[src/rtl/stopwatch_ctrl_pkg.sv]
// Shared types and digit limits for the stopwatch controller and its BCD digit counters.
package stopwatch_ctrl_pkg;

  typedef enum logic [1:0] {IDLE, RUN, PAUSE, LAP} state_t;

  typedef logic [3:0] bcd_t;

  typedef struct packed {
    bcd_t min;
    bcd_t sec_tens;
    bcd_t sec_ones;
    bcd_t tenths;
  } count_t;

  localparam bcd_t TENTHS_MAX   = 4'd9;
  localparam bcd_t SEC_ONES_MAX = 4'd9;
  localparam bcd_t SEC_TENS_MAX = 4'd5;

endpackage

[src/rtl/stopwatch_ctrl_bcd_digit_counter.sv]
// Single BCD digit counting 0..MAX; carry is combinational so a ripple-enable chain settles in one cycle.
module bcd_digit_counter
  import stopwatch_ctrl_pkg::*;
#(
  parameter bcd_t MAX = 4'd9
) (
  input  logic       clock,
  input  logic       reset,
  input  logic       clr,
  input  logic       en,
  output logic [3:0] q,
  output logic       carry
);

  always_ff @(posedge clock) begin
    if (reset || clr) begin
      q <= '0;
    end else if (en) begin
      q <= (q == MAX) ? '0 : q + 4'd1;
    end
  end

  assign carry = en && (q == MAX);

endmodule

[src/rtl/stopwatch_ctrl.sv]
// Stopwatch controller: IDLE/RUN/PAUSE/LAP FSM over a four-digit BCD count (M:SS.t) with lap freeze
// and sticky saturation at MAX_MIN:59.9.
module stopwatch_ctrl
  import stopwatch_ctrl_pkg::*;
#(
  parameter int unsigned MAX_MIN = 9
) (
  input  logic       clock,
  input  logic       reset,
  input  logic       tick,
  input  logic       start_stop,
  input  logic       clear,
  input  logic       lap,
  output logic [3:0] digit_tenths,
  output logic [3:0] digit_sec_ones,
  output logic [3:0] digit_sec_tens,
  output logic [3:0] digit_min,
  output logic       running,
  output logic       lap_active,
  output logic       overflow
);

  localparam bcd_t MIN_MAX = bcd_t'(MAX_MIN);

  state_t state;
  count_t live;
  count_t latched;
  count_t shown;
  logic   counting;
  logic   at_max;
  logic   step;
  logic   sat;
  logic   inc;
  logic   c_tenths;
  logic   c_sec_ones;
  logic   c_sec_tens;
  logic   c_min;

  assign counting = (state == RUN) || (state == LAP);
  assign at_max   = (live.min == MIN_MAX) && (live.sec_tens == SEC_TENS_MAX) &&
                    (live.sec_ones == SEC_ONES_MAX) && (live.tenths == TENTHS_MAX);
  assign step     = tick && counting && !clear;
  assign sat      = step && at_max;
  assign inc      = step && !at_max;

  bcd_digit_counter #(.MAX(TENTHS_MAX)) u_tenths (
    .clock(clock), .reset(reset), .clr(clear), .en(inc),
    .q(live.tenths), .carry(c_tenths)
  );

  bcd_digit_counter #(.MAX(SEC_ONES_MAX)) u_sec_ones (
    .clock(clock), .reset(reset), .clr(clear), .en(c_tenths),
    .q(live.sec_ones), .carry(c_sec_ones)
  );

  bcd_digit_counter #(.MAX(SEC_TENS_MAX)) u_sec_tens (
    .clock(clock), .reset(reset), .clr(clear), .en(c_sec_ones),
    .q(live.sec_tens), .carry(c_sec_tens)
  );

  bcd_digit_counter #(.MAX(MIN_MAX)) u_min (
    .clock(clock), .reset(reset), .clr(clear), .en(c_sec_tens),
    .q(live.min), .carry(c_min)
  );

  // The tick that would wrap the minutes is gated off by at_max, so c_min should never rise;
  // it is folded into the saturation condition so a wrap can only ever end in overflow.
  always_ff @(posedge clock) begin
    if (reset || clear) begin
      state      <= IDLE;
      running    <= 1'b0;
      lap_active <= 1'b0;
      overflow   <= 1'b0;
      latched    <= '0;
    end else if (sat || c_min) begin
      state      <= PAUSE;
      running    <= 1'b0;
      lap_active <= 1'b0;
      overflow   <= 1'b1;
    end else begin
      case (state)
        IDLE, PAUSE: begin
          if (start_stop && !overflow) begin
            state   <= RUN;
            running <= 1'b1;
          end
        end
        RUN: begin
          if (start_stop) begin
            state   <= PAUSE;
            running <= 1'b0;
          end else if (lap) begin
            state      <= LAP;
            lap_active <= 1'b1;
            latched    <= live;
          end
        end
        LAP: begin
          if (start_stop) begin
            state      <= PAUSE;
            running    <= 1'b0;
            lap_active <= 1'b0;
          end else if (lap) begin
            state      <= RUN;
            lap_active <= 1'b0;
          end
        end
        default: begin
          state      <= IDLE;
          running    <= 1'b0;
          lap_active <= 1'b0;
        end
      endcase
    end
  end

  assign shown          = lap_active ? latched : live;
  assign digit_tenths   = shown.tenths;
  assign digit_sec_ones = shown.sec_ones;
  assign digit_sec_tens = shown.sec_tens;
  assign digit_min      = shown.min;

endmodule

[config.mk]
export PLATFORM = sky130hd
export DESIGN_NAME = stopwatch_ctrl
export DESIGN_NICKNAME = d
export VERILOG_FILES = /design/src/rtl/stopwatch_ctrl_pkg.sv /design/src/rtl/stopwatch_ctrl_bcd_digit_counter.sv /design/src/rtl/stopwatch_ctrl.sv
export SDC_FILE = /design/constraint.sdc
export NUM_CORES = 1
export LEC_CHECK = 0
export BUFFER_PORTS_ARGS = -buffer_cell sky130_fd_sc_hd__clkbuf_2
export CAP_MARGIN = 25
export CORE_ASPECT_RATIO = 1.2
export CORE_MARGIN = 5
export CORE_UTILIZATION = 50
export CTS_BUF_LIST = sky130_fd_sc_hd__clkbuf_2 sky130_fd_sc_hd__clkbuf_4 sky130_fd_sc_hd__clkbuf_8
export CTS_CLUSTER_SIZE = 40
export DETAILED_ROUTE_END_ITERATION = 7
export HOLD_SLACK_MARGIN = 0.08
export PLACE_DENSITY_LB_ADDON = 0.2
export SETUP_SLACK_MARGIN = 0.1
export SYNTH_ARGS = -nofsm -noshare
export SYNTH_HDL_FRONTEND = slang
export SYNTH_SLANG_ARGS = --single-unit
[constraint.sdc]
create_clock -name clock -period 2.2 [get_ports clock]
set_input_delay 0.22 -clock clock [delete_from_list [all_inputs] [get_ports clock]]
set_output_delay 0.22 -clock clock [all_outputs]
set_load 0.02 [all_outputs]
Word level (Yosys, flattened, before mapping)
Index checks and enable logic that the tools add are counted.
Widths: inputs -> output; s select.

operators by class
  add/subtract/negate cells = 4
  $mul = 0
  div/mod/pow operators = 0
  magnitude comparators = 0
  eq/ne operators = 16
  shift-type cells = 0
  muxes and demuxes = 20
  bitwise gates (word level) = 2
  reduce and logical (&&, ||, !) cells = 28

operator list
  cell                 count
  $add 4x1->4 const B  4
  $mux 16              1
  $mux 4               4
  $eq 4x4->1 const B   3
  $logic_and 1x1->1    12
  $mux 2               6
  $ne 3x3->1 const B   3
  $ne 4x3->1 const B   2
  $reduce_and 4->1     2
  $mux 1               6
  $ne 2x2->1 const B   3
  $pmux 2 s3           1
  $reduce_and 3->1     2
  $reduce_or 2->1      3
  $eq 2x2->1 const B   2
  $eq 4x3->1 const B   1
  $pmux 1 s2           2
  $logic_not 1->1      3
  $logic_or 1x1->1     3
  $eq 2x1->1 const B   1
  $logic_not 2->1      1
  $ne 2x1->1 const B   1
  $not 1->1            2
  $reduce_and 2->1     1
  $reduce_bool 2->1    1

storage, ports and cells
  register bits = 37
  latch bits = 0
  bits in writable memories = 0
  memory bits (read-only) = 0
  input port bits = 6
  output and inout port bits = 19
  word-level logic and storage cells = 83
  memories kept = 0

Longest topological paths before layout
  depth in word-level cells = 13
  mapped depth = 6
  mapped depth without buffers = 4

Cells and area by module
From an unflattened synthesis, not the netlist that was laid out.

unflattened totals
  cell total of the unflattened synthesis = 200
  area total of the unflattened synthesis = 1,883.1 µm²

by module, submodules not included
  module                          instances  cells each  area each (µm²)  seq. area each (µm²)
  stopwatch_ctrl                  1          121         1,119.8          420.4
  bcd_digit_counter (u_min ...)   3          20          192.7            80.1
  bcd_digit_counter (u_sec_tens)  1          19          185.2            80.1

Least setup slack after synthesis
No wires, ideal clock.

  kind = register to output
  start = reg lap_active
  end = out digit_min[3]
  data arrival time = 1.414 ns
  data required time = 1.980 ns
  slack = 0.566 ns
  cell stages (with the launch flop) = 4
  path buffers = 2
  cell sequence = dfxtp_1 clkbuf_1 clkbuf_1 mux2_2

on the way
  word-level cells in the longest chain between the ends = 1

ends and longest elaborated chain
  element                   line                   text
  start: declaration        stopwatch_ctrl.sv:19   output logic lap_active,
  start signal: assignment  stopwatch_ctrl.sv:72   lap_active <= 1'b0;
  start signal: assignment  stopwatch_ctrl.sv:78   lap_active <= 1'b0;
  start signal: assignment  stopwatch_ctrl.sv:94   lap_active <= 1'b1;
  $mux 16                   stopwatch_ctrl.sv:117  assign shown = lap_active ? latched : live;
  end: declaration          stopwatch_ctrl.sv:17   output logic [3:0] digit_min,

Every way passes these cells.

Final worst setup path
  start = reg lap_active
  end = out digit_min[2]

Same word-level chain as after synthesis.

==> impl_results.md <==
* Total iterations of the first detailed-routing run at 4
* Final critical-path required period at 1.88 ns
* Initial Util at 50.9%
* Status: finished clean
* First-pass GRT wire length at 7070 µm
* GRT Resource Usage Total at 17.9%
* Maxcap violations at 0
* Die Ht at 76.4 µm
* Hold depth at 2
* Clk Latency, worst-skew pair at 0.29 ns
* FFs w/ async S/R, synth at 0%
* CP required at 1.98 ns
* CTS tree: done
* I/O pins at 25
* Yosys Warn Count at 0
* Fillers at 332
* Worst setup path class: reg -> out
* RSZ-0062 raised after global routing: no
* Peak supply drop at 0.268 mV
* Worst Hold Class: in -> reg
* Vias at 1638
* PortBufs at 24
* Initial antenna violation count at 0
* Netlist cell types at 48
* Hold Violations, Final at 0
* Reg2Reg Depth at 4
* Setup bufs post-CTS at 0
* HPWL Detailed at 3080 µm
* Vias in the first global route at 1531
* Final period util at 85.6%
* Post-CTS Resized at 0
* Max Slew Vio Count at 0
* Vias per inst at 6.11
* Placer Congestion at 0.814
* Avg Cell Area, Syn at 8.95 µm²
* Post-synth EDFFs at 0
* Layout Nets at 234
* Cell row count at 24
* Post-route insts no fill at 268
* Die area at 4990 µm²
* Synthesized Nets at 211
* Reg2reg start: u_tenths.q[1]
* Crit. End Element: output pin
* Clk buf depth at 2
* R2R Path End: running
* Core area at 3600 µm²
* Hold wc startpoint: start_stop
* DRC at 0
* Commonest non-fill, non-tap cell in the layout: dfxtp_1
* Post-route ant nets at 0
* Setup Skew at 0.00298 ns
* Layout cells sized above 1 at 24.5%
* Hold Buf Count CTS at 0
* Placed insts at 260
* Reg clk slew, reported paths at 0.07 ns
* Fmax at 531 MHz
* Hold endpoint: running
* Antenna Cells at 0
* DR WL/cell at 16.0 µm
* #FFs+latches synth at 37
* Post-synthesis cell area at 1840 µm²
* CP arrival at 1.66 ns
* Worst-Margin Slew at 0.538 ns
* Flop-to-flop setup slack at 0.41 ns
* H-Tree Depth at 2
* Largest net degree at the start of global routing at 28
* P&R area growth vs syn at 12.9%
* Total CTS buffers at 5
* Setup Viol. Count Final at 0
* Leak at 0.786 nW
* Worst Setup Start Kind: flip-flop
* Post-synthesis cell count at 205
* Setup TNS at 0 ns
* Worst Path Max Fanout at 17
* Clock sinks at 37
* Commonest non-fill, non-tap cells in the layout: dfxtp_1 (37), clkbuf_2 (24), a21oi_1 (21)
* Hold WS at 0.234 ns
* Die Width at 65.3 µm
* CTS root buffer: clkbuf_8
* Main synth FF type: dfxtp_1
* Routed wire length at 4290 µm
* Slew margin rel. at 64.1%
* Total gr overflow at 0
* First DRT Iteration DRCs at 90
* Pwr dens at 573 nW/µm²
* Seq/Total Area, Yosys at 40.4%
cell usage after synthesis (all sizes together), types with 2 or more instances:
master / number / share of area [%]
a21oi: 21 / 5.7
a22o: 9 / 4.3
and2: 2 / 0.68
and3b: 2 / 0.95
and4: 2 / 1.1
and4bb: 3 / 2.5
buf: 6 / 2.0
clkbuf: 9 / 1.8
dfxtp: 37 / 40
inv: 8 / 1.6
mux2: 10 / 6.1
nand2: 18 / 3.7
nand2b: 2 / 0.68
nand3: 6 / 1.6
nand4: 5 / 1.7
nor2: 7 / 1.4
nor3: 3 / 0.82
nor3b: 2 / 1.1
nor4: 3 / 1.0
o211ai: 9 / 3.7
o21ai: 10 / 2.7
o31ai: 4 / 1.6
or3: 3 / 1.0
or4: 6 / 2.5
kinds of logic (layout without fill, tap and decap cells):
family	Yosys count	in the layout	synth area share (%)
and+or+nand+nor	68	68	22.4
DFF	37	37	40.4
AOI/OAI and AO/OA	64	64	24.1
buffers and inverters	23	47	5.52
xor gates and xnor gates	2	2	0.955
muxes	11	11	6.68
through the flow:
| step | total power, mW | util [%] | worst slack [ns] | area, µm² |
|---|---|---|---|---|
| floorplan | 0.718 | - | 0.566 | 1840 |
| global placement | 0.731 | 55.1 | 0.522 | 1990 |
| detailed placement | 0.733 | 55.1 | 0.355 | 1990 |
| CTS | 1.20 | 57.5 | 0.308 | 2070 |
| global route | 1.24 | 57.5 | 0.248 | 2070 |
| finish | 1.19 | 57.5 | 0.317 | 2070 |
area by class of cell:
cell class,count,area [µm²],share of cell area (%)
multi-input cells,145,993,47.9
inverters,8,30.0,1.45
repair buffers,31,173,8.33
clock buffers,6,76.3,3.68
well taps,39,48.8,2.36
clock inverters,2,10.0,0.483
flip-flops and latches,37,741,35.7
power breakdown:
part | switching (mW) | internal [mW] | total (mW)
clock network | 0.238 | 0.232 | 0.469
registers | 0.00301 | 0.672 | 0.675
logic | 0.0281 | 0.0142 | 0.0423
total | 0.269 | 0.918 | 1.19
flip-flops by register name (all words and copies together) (netlist names), 2 cells and up:
register      cells
u_sec_tens.q      4
u_tenths.q        4
latched          16
state             2
u_sec_ones.q      4
u_min.q           4
routing by layer:
| metal | wire length [µm] | GRT usage [%] |
|---|---|---|
| met4 | 70 | 8.92 |
| met2 | 2020 | 27.9 |
| met5 | 0 | 0 |
| met3 | 224 | 5.16 |
| met1 | 1980 | 22.2 |
worst max-delay path by stage:
stage / end / start / slack [ns] / cells after the start
after floorplan: digit_min[3] / lap_active / 0.57 / 3
after global placement: u_min.q[1] / u_sec_ones.q[2] / 0.52 / 5
after detailed placement: running / u_tenths.q[1] / 0.35 / 4
after CTS: digit_min[1] / lap_active / 0.31 / 3
after global routing: digit_min[2] / lap_active / 0.25 / 3
final: digit_min[2] / lap_active / 0.32 / 3
critical path, cell delays in order (launching register included):
cell	delay [ns]
dfxtp_1	0.55
buf_4	0.30
mux2_2	0.36
clkbuf_2	0.16
Power figures use the tool's default switching activity.
